===== src/rtl/k12a_lcd_driver.sv =====
// k12a_lcd_driver
//   HD44780-style character LCD write engine. CPU writes of {rs, data} are
//   queued in a small FIFO. An FSM replays each byte onto the LCD pins:
//   setup time, then an enable pulse, then hold time, then an execution wait.
//   Clear/home instructions get the long execution wait.
//
// Ports
//   cpu_clock       in   sole clock, rising edge
//   reset           in   synchronous, active-high
//   wr_valid        in   enqueue request
//   wr_rs           in   0 = instruction, 1 = data
//   wr_data[7:0]    in   byte to send
//   wr_ready        out  FIFO not full (taken from the registered count)
//   overflow        out  sticky, set by a write that is rejected
//   clear_overflow  in   clears overflow; a same-cycle set wins
//   busy            out  FIFO non-empty or engine not idle
//   lcd_rs          out  registered register-select
//   lcd_rw          out  tied low (write only)
//   lcd_en          out  registered enable strobe
//   lcd_data[7:0]   out  registered data bus
module k12a_lcd_driver #(
   parameter int SETUP_CYCLES      = 2,
   parameter int PULSE_CYCLES      = 12,
   parameter int HOLD_CYCLES       = 2,
   parameter int CMD_DELAY_CYCLES  = 2000,
   parameter int LONG_DELAY_CYCLES = 82000,
   parameter int FIFO_DEPTH        = 4,
   parameter int CNT_WIDTH         = 17
) (
   input  logic       cpu_clock,
   input  logic       reset,
   input  logic       wr_valid,
   input  logic       wr_rs,
   input  logic [7:0] wr_data,
   output logic       wr_ready,
   output logic       overflow,
   input  logic       clear_overflow,
   output logic       busy,
   output logic       lcd_rs,
   output logic       lcd_rw,
   output logic       lcd_en,
   output logic [7:0] lcd_data
);

   localparam int AW = $clog2(FIFO_DEPTH);
   localparam int CW = AW + 1;

   typedef enum logic [2:0] {
      S_IDLE,
      S_SETUP,
      S_PULSE,
      S_HOLD,
      S_WAIT
   } state_e;

   // FIFO storage and pointers
   logic [8:0]          mem_q [FIFO_DEPTH];
   logic [AW-1:0]       wr_ptr_q, wr_ptr_d;
   logic [AW-1:0]       rd_ptr_q, rd_ptr_d;
   logic [CW-1:0]       count_q, count_d;
   logic                accept, pop;
   logic [8:0]          head;

   // engine state
   state_e              state_q, state_d;
   logic [CNT_WIDTH-1:0] cnt_q, cnt_d;
   logic                en_q, en_d;
   logic                rs_q, rs_d;
   logic [7:0]          data_q, data_d;
   logic                long_q, long_d;
   logic                ovf_q, ovf_d;

   // wr_ready comes from the registered count only, so a pop in the same
   // cycle never frees a slot for that cycle's write.
   assign wr_ready = (count_q < CW'(FIFO_DEPTH));
   assign accept   = wr_valid & wr_ready;
   assign head     = mem_q[rd_ptr_q];

   assign busy     = (count_q != '0) || (state_q != S_IDLE);
   assign overflow = ovf_q;
   assign lcd_rs   = rs_q;
   assign lcd_rw   = 1'b0;
   assign lcd_en   = en_q;
   assign lcd_data = data_q;

   // FIFO bookkeeping; pointers wrap naturally since depth is a power of two
   always_comb begin
      wr_ptr_d = wr_ptr_q;
      rd_ptr_d = rd_ptr_q;
      count_d  = count_q;
      if (accept) wr_ptr_d = wr_ptr_q + 1'b1;
      if (pop)    rd_ptr_d = rd_ptr_q + 1'b1;
      case ({accept, pop})
         2'b10:   count_d = count_q + 1'b1;
         2'b01:   count_d = count_q - 1'b1;
         default: count_d = count_q;
      endcase
   end

   // set beats clear
   always_comb begin
      ovf_d = ovf_q;
      if (clear_overflow)        ovf_d = 1'b0;
      if (wr_valid && !wr_ready) ovf_d = 1'b1;
   end

   always_comb begin
      state_d = state_q;
      cnt_d   = cnt_q;
      en_d    = en_q;
      rs_d    = rs_q;
      data_d  = data_q;
      long_d  = long_q;
      pop     = 1'b0;
      case (state_q)
         S_IDLE: begin
            if (count_q != '0) begin
               pop     = 1'b1;
               rs_d    = head[8];
               data_d  = head[7:0];
               // clear (0x01) and home (0x02/0x03) need the long wait
               long_d  = !head[8] && (head[7:2] == 6'd0) && (head[1:0] != 2'd0);
               cnt_d   = CNT_WIDTH'(SETUP_CYCLES - 1);
               state_d = S_SETUP;
            end
         end
         S_SETUP: begin
            if (cnt_q == '0) begin
               en_d    = 1'b1;
               cnt_d   = CNT_WIDTH'(PULSE_CYCLES - 1);
               state_d = S_PULSE;
            end else begin
               cnt_d = cnt_q - 1'b1;
            end
         end
         S_PULSE: begin
            if (cnt_q == '0) begin
               en_d    = 1'b0;
               cnt_d   = CNT_WIDTH'(HOLD_CYCLES - 1);
               state_d = S_HOLD;
            end else begin
               cnt_d = cnt_q - 1'b1;
            end
         end
         S_HOLD: begin
            if (cnt_q == '0) begin
               cnt_d   = long_q ? CNT_WIDTH'(LONG_DELAY_CYCLES - 1)
                                : CNT_WIDTH'(CMD_DELAY_CYCLES - 1);
               state_d = S_WAIT;
            end else begin
               cnt_d = cnt_q - 1'b1;
            end
         end
         S_WAIT: begin
            if (cnt_q == '0) state_d = S_IDLE;
            else             cnt_d   = cnt_q - 1'b1;
         end
         default: begin
            state_d = S_IDLE;
            en_d    = 1'b0;
            cnt_d   = '0;
         end
      endcase
   end

   // storage carries no reset; validity is tracked by the pointers/count
   always_ff @(posedge cpu_clock) begin
      if (accept) mem_q[wr_ptr_q] <= {wr_rs, wr_data};
   end

   always_ff @(posedge cpu_clock) begin
      if (reset) begin
         wr_ptr_q <= '0;
         rd_ptr_q <= '0;
         count_q  <= '0;
         ovf_q    <= 1'b0;
         state_q  <= S_IDLE;
         cnt_q    <= '0;
         en_q     <= 1'b0;
         rs_q     <= 1'b0;
         data_q   <= 8'h00;
         long_q   <= 1'b0;
      end else begin
         wr_ptr_q <= wr_ptr_d;
         rd_ptr_q <= rd_ptr_d;
         count_q  <= count_d;
         ovf_q    <= ovf_d;
         state_q  <= state_d;
         cnt_q    <= cnt_d;
         en_q     <= en_d;
         rs_q     <= rs_d;
         data_q   <= data_d;
         long_q   <= long_d;
      end
   end

endmodule


===== config.mk =====
export PLATFORM = sky130hd
export DESIGN_NAME = k12a_lcd_driver
export DESIGN_NICKNAME = d
export VERILOG_FILES = /design/src/rtl/k12a_lcd_driver.sv
export SDC_FILE = /design/constraint.sdc
export NUM_CORES = 1
export LEC_CHECK = 0
export CAP_MARGIN = 20
export CORE_MARGIN = 1.5
export CORE_UTILIZATION = 60
export CTS_CLUSTER_SIZE = 30
export DETAILED_ROUTE_END_ITERATION = 10
export GPL_TIMING_DRIVEN = 0
export PLACE_DENSITY_LB_ADDON = 0.25
export SLEW_MARGIN = 10
export SYNTH_ARGS = -nofsm -noshare
export SYNTH_HDL_FRONTEND = slang
export SYNTH_SLANG_ARGS = --single-unit

===== constraint.sdc =====
create_clock -name cpu_clock -period 6.85 [get_ports cpu_clock]
set_input_delay 0.685 -clock cpu_clock [delete_from_list [all_inputs] [get_ports cpu_clock]]
set_output_delay 0.685 -clock cpu_clock [all_outputs]
set_load 0.01 [all_outputs]

---- Word-level counts from Yosys, hierarchy flattened ----
Memories as Yosys holds them, arrays and structs flattened. A register that Yosys moved wholly into a read port is not among the register bits.
Index checks and enable logic that the tools add are counted.
operators by class
  $add $sub $neg .......................... 5
  magnitude comparators ................... 1
  equal/unequal tests ..................... 12
  muxes and demuxes ....................... 25
  bitwise logic cells ..................... 2
  reductions and logical operators ........ 19
operators with widths
  cell                     count
  $mux W17                 6
  $pmux W17 S5             1
  $logic_not A17 Y1        1
  $sub A17 B1 Y17 const B  1
  $mux W3                  5
  $pmux W3 S5              1
  $ne A2 B2 Y1 const B     6
  $mux W1                  8
  $eq A3 B2 Y1 const B     2
  $logic_not A6 Y1         1
  $pmux W3 S2              1
  $reduce_bool A2 Y1       3
  $reduce_bool A3 Y1       2
  $reduce_and A5 Y1        1
  $add A2 B1 Y2 const B    2
  $mux W2                  2
  $reduce_and A2 Y1        2
  $add A3 B1 Y3 const B    1
  $eq A3 B1 Y1 const B     1
  $eq A3 B3 Y1 const B     1
  $logic_and A1 B1 Y1      3
  $logic_not A3 Y1         1
  $lt A3 B3 Y1 const B     1
  $pmux W1 S3              1
  9 further kinds          10
storage, ports and cells
  register bits ........................... 39
  bits in writable memories ............... 36
  input port bits ......................... 13
  output and inout bits ................... 14
  logic and storage cells ................. 75
  memories kept ........................... 1
memories
  name   words  width  rd ports  clocked after Yosys merged registers in  wr ports  line  RTL
  mem_q  4      9      1         1                                        1         57    logic [8:0] mem_q [FIFO_DEPTH];

---- Logic depth before layout (Yosys ltp) ----
  depth after elaboration ................. 5
  gate-level depth with buffers ........... 11
  depth with buffers taken out ............ 9

---- Worst setup path after synthesis ----
No wires, ideal clock.
  path kind ............................... register -> register
  start ................................... register state_q[1]
  end ..................................... register count_q[2]
  library setup time ...................... 0.071 ns
  arrival ................................. 2.361 ns
  data required time ...................... 6.779 ns
  setup slack ............................. 4.418 ns
  cell stages (with the launch flop) ...... 12
  path buffers ............................ 2
  clock period less this slack ............ 2.432 ns
  cells stage by stage .................... dfxtp_1 clkbuf_1 nor3_1 nand2b_1 inv_1 clkbuf_1 ha_1 inv_1 fa_1 xor2_1 or3_1 a21oi_1
on the way
  word-level cells in the longest chain between the ends .. 4
  elaborated cells on any way between the ends .. 6
  classes of those cells .................. 2 x eq/ne; 2 x mux; 2 x reduce/logical
ends and longest elaborated chain
  element                                                   line  RTL
  start, declared                                           65    state_e state_q, state_d;
  start signal, assigned                                    188   state_q <= state_d;
  $logic_not A3 Y1 (*)                                      115   case (state_q)
  $mux W1 (*)                                               115
  via pop                                                   61    logic accept, pop;
  $eq A2 B1 Y1 / $eq A2 B2 Y1 (equally long branches)       93    case ({accept, pop})
  $pmux W3 S2 / $reduce_bool A2 Y1 (equally long branches)  -
  end signal, assigned                                      186   count_q <= count_d;
  end, declared                                             60    logic [CW-1:0] count_q, count_d;
The timed path passes the listed nets; every way through them passes the cells marked *.
A chain may end at the register's enable or synchronous reset.

---- Final worst setup path ----
  start ................................... register state_q[1]
  end ..................................... output port busy
on the way
  word-level cells in the longest chain between the ends .. 2
ends and longest elaborated chain
  element             line  RTL
  $reduce_bool A3 Y1  79    assign busy = (count_q != '0) || (state_q != S_IDLE);
  $logic_or A1 B1 Y1  79
  end, declared       38    output logic busy,
No other way between the ends.

==> flow_summary.json <==
{
  "worstPathRequired_ps": 6160,
  "seqPwrFrac_pct": 36.1,
  "cts_tree": "built",
  "cp.arrival_ps": 2320,
  "place.gp.congestion": 0.883,
  "p_sw_share_pct": 39.3,
  "ys_ff_latch": 77,
  "hold_viol": 0,
  "path_common_cell": "clkbuf_1",
  "cts_resized": 0,
  "setup_tns_ps": 0,
  "dpl.hpwl_mm": 4.98,
  "path_delay_family": "buffers and inverters",
  "fin_nets": 379,
  "synthArstFlopShare_pct": 0,
  "worst_ir_drop_vdd_mv": 0.243,
  "synth_nets": 343,
  "num_rows": 27,
  "min_period_ps": 3010,
  "clkPwrFrac_pct": 19.1,
  "clock-sinks": 77,
  "p_comb_share_pct": 44.8,
  "drt_iter0_markers": 193,
  "avgRoutedWirePerCell_um": 16.4,
  "crit_path_max_fanout": 10,
  "top_layer": "met4",
  "ys_types": 54,
  "ys_warn_count": 0,
  "die_x_um": 78.9,
  "cts-root-buf": "clkbuf_8",
  "fmax_mhz": 332,
  "h-tree-depth": 3,
  "startpoint_type": "flop",
  "crit_type": "reg -> out",
  "critPathMaxStageDelay_ps": 520,
  "final-max-slew-violation-count": 0,
  "synth.avg_cell_area_um2": 10.7,
  "grt-ovfl-total": 0,
  "numCtsBuffers": 9,
  "port_buffers": 25,
  "holdWs_ps": 458,
  "ys_seq_area_share_pct": 55.1,
  "power_switching_uw": 702,
  "layout_common_cells": "nand2_1, dfxtp_1, edfxtp_1",
  "clk_path_buf_depth": 2,
  "power.density_nw_per_um2": 448,
  "start_util_pct": 62.4,
  "endpoint_kind": "primary output",
  "ioPinCount": 27,
  "syn_area_um2": 3450,
  "dr_wl_met2_mm": 3.76,
  "core_area_um2": 5540,
  "status": "complete, no violations",
  "drc": 0,
  "dieHeight_um": 78.9,
  "worstMarginPinSlew_ps": 743,
  "synthCells": 323,
  "intPower_uw": 1090,
  "hp-class": "reg -> reg",
  "clock_latency_ps": 350,
  "power_uw": 1790,
  "via_count": 2594,
  "cts.clk_slew.worst_paths_ps": 80,
  "wl_mm": 7.16,
  "setup_violations": 0,
  "period_share_pct": 43.9,
  "grt_pass1_vias": 2591,
  "area_growth_pct": 15.5,
  "max-cap-violations": 0,
  "die-area_um2": 6220,
  "rsz0062_at_grt": "no",
  "cts_setup_buffers": 0,
  "critPathBufInv": 4,
  "antenna_found_initial": 0,
  "path_cells": "clkbuf_1, nor3_1, and2_1, clkbuf_1, inv_1, clkdlybuf4s50_1",
  "drive_gt1_share_pct": 9.89,
  "grt_max_degree": 15,
  "maxSlewHeadroom_pct": 50.4,
  "grtUsageTotal_pct": 25.4,
  "synth_edf_count": 36,
  "vias_per_cell": 5.95,
  "first_pass_iters": 4,
  "finClkSkew_ps": 11.5,
  "power.leakage_uw": 0.00142,
  "grt_pass1_wl_mm": 11.9,
  "synth_flop_cell": "dfxtp_1",
  "cts_hold_buf": 0,
  "crit_slowest_cell": "clkdlybuf4s50_1",
  "met3_length_um": 335,
  "diodes": 0,
  "wl_met1_mm": 2.91,
  "ant_nets": 0
}
==> per-layer routing <==
layer / up-vias / track usage [%]
met1: 1254 / 29.0
met2: 75 / 44.4
li1: 1250 / -
met5: - / 0
met3: 15 / 5.98
met4: 0 / 13.3
==> worst register-to-register path: stages, from the launching register on <==
cell	delay, ps
dfxtp_1	300
clkbuf_1	190
nor3_1	320
nand2b_1	170
inv_1	130
clkbuf_1	350
ha_1	260
inv_1	70
fa_1	380
xor2_1	160
or3_1	310
a21oi_1	140
==> final cells by class <==
type | instances | area [um^2]
repair buffers | 25 | 250
plain buffers | 17 | 76.3
clock inverters | 7 | 72.6
inverters | 14 | 52.6
clock buffers | 9 | 124
multi-input cells | 215 | 1420
fillers | 400 | 1550
flip-flops and latches | 77 | 1900
well taps | 72 | 90.1
==> cells by family after synthesis <==
group	after synthesis	share of synthesized area, %
AOI/OAI and AO/OA	60	11.5
buffers and inverters	31	3.73
muxes	9	5.87
DFF	77	55.1
and+or+nand+nor	128	18.5
other	1	0.109
adders and majority gates	7	2.75
xor gates and xnor gates	10	2.54
==> power by group through the flow <==
stage,combinational (uW),clock [uW],sequential [uW]
6_report,800,342,645
5_1_grt,884,367,656
4_1_cts,793,348,644
3_5_place_dp,785,0,654
3_3_place_gp,767,0,649
2_1_floorplan,571,0,647
==> per-stage QoR <==
stage / instance area, um^2 / setup slack (ps) / instances / utilization (%)
2_1_floorplan: 3450 / 4420 / 323 / -
3_5_place_dp: 3790 / 4030 / 420 / 68.5
6_report: 3990 / 3840 / 436 / 72.0
5_1_grt: 3990 / 3720 / 436 / 72.0
3_3_place_gp: 3790 / 4110 / 420 / 68.5
4_1_cts: 3990 / 3840 / 436 / 72.0
==> final timing paths <==
| path | startpoint | to | slack [ps] | depth (start not counted) |
|---|---|---|---|---|
| hold reg to reg | lcd_data[5]$_SDFFE_PP0P_ | lcd_data[5]$_SDFFE_PP0P_ | 460 | 2 |
| setup reg to reg | state_q[1]$_SDFFE_PP0P_ | count_q[2]$_SDFFE_PP0P_ | 4000 | 11 |
| setup / recovery | state_q[1]$_SDFFE_PP0P_ | busy | 3840 | 6 |
| hold / removal | lcd_data[5]$_SDFFE_PP0P_ | lcd_data[5]$_SDFFE_PP0P_ | 460 | 2 |
==> state kept, by name (all words and copies together), names as in the netlist, named ones only <==
register	flops
state_q	3
lcd_en	1
count_q	3
mem_q	36
rd_ptr_q	2
wr_ptr_q	2
lcd_data	8
long_q	1
overflow	1
cnt_q	17
lcd_rs	1
==> synth_stat cells, drive strengths merged (4+ instances only) <==
library cell	count	share of area, %
nand3	10	1.4
buf	5	0.91
ha	6	2.2
a211oi	4	0.87
and2	7	1.3
clkbuf	12	1.3
or3	8	1.6
mux4	9	5.9
o21ai	9	1.4
dfxtp	41	24
nor2	28	3.0
nor3	10	1.4
a21oi	25	3.6
xor2	7	1.8
inv	14	1.5
nand2	41	4.5
edfxtp	36	31
nor4	7	1.3
Power figures use the tool's default switching activity.
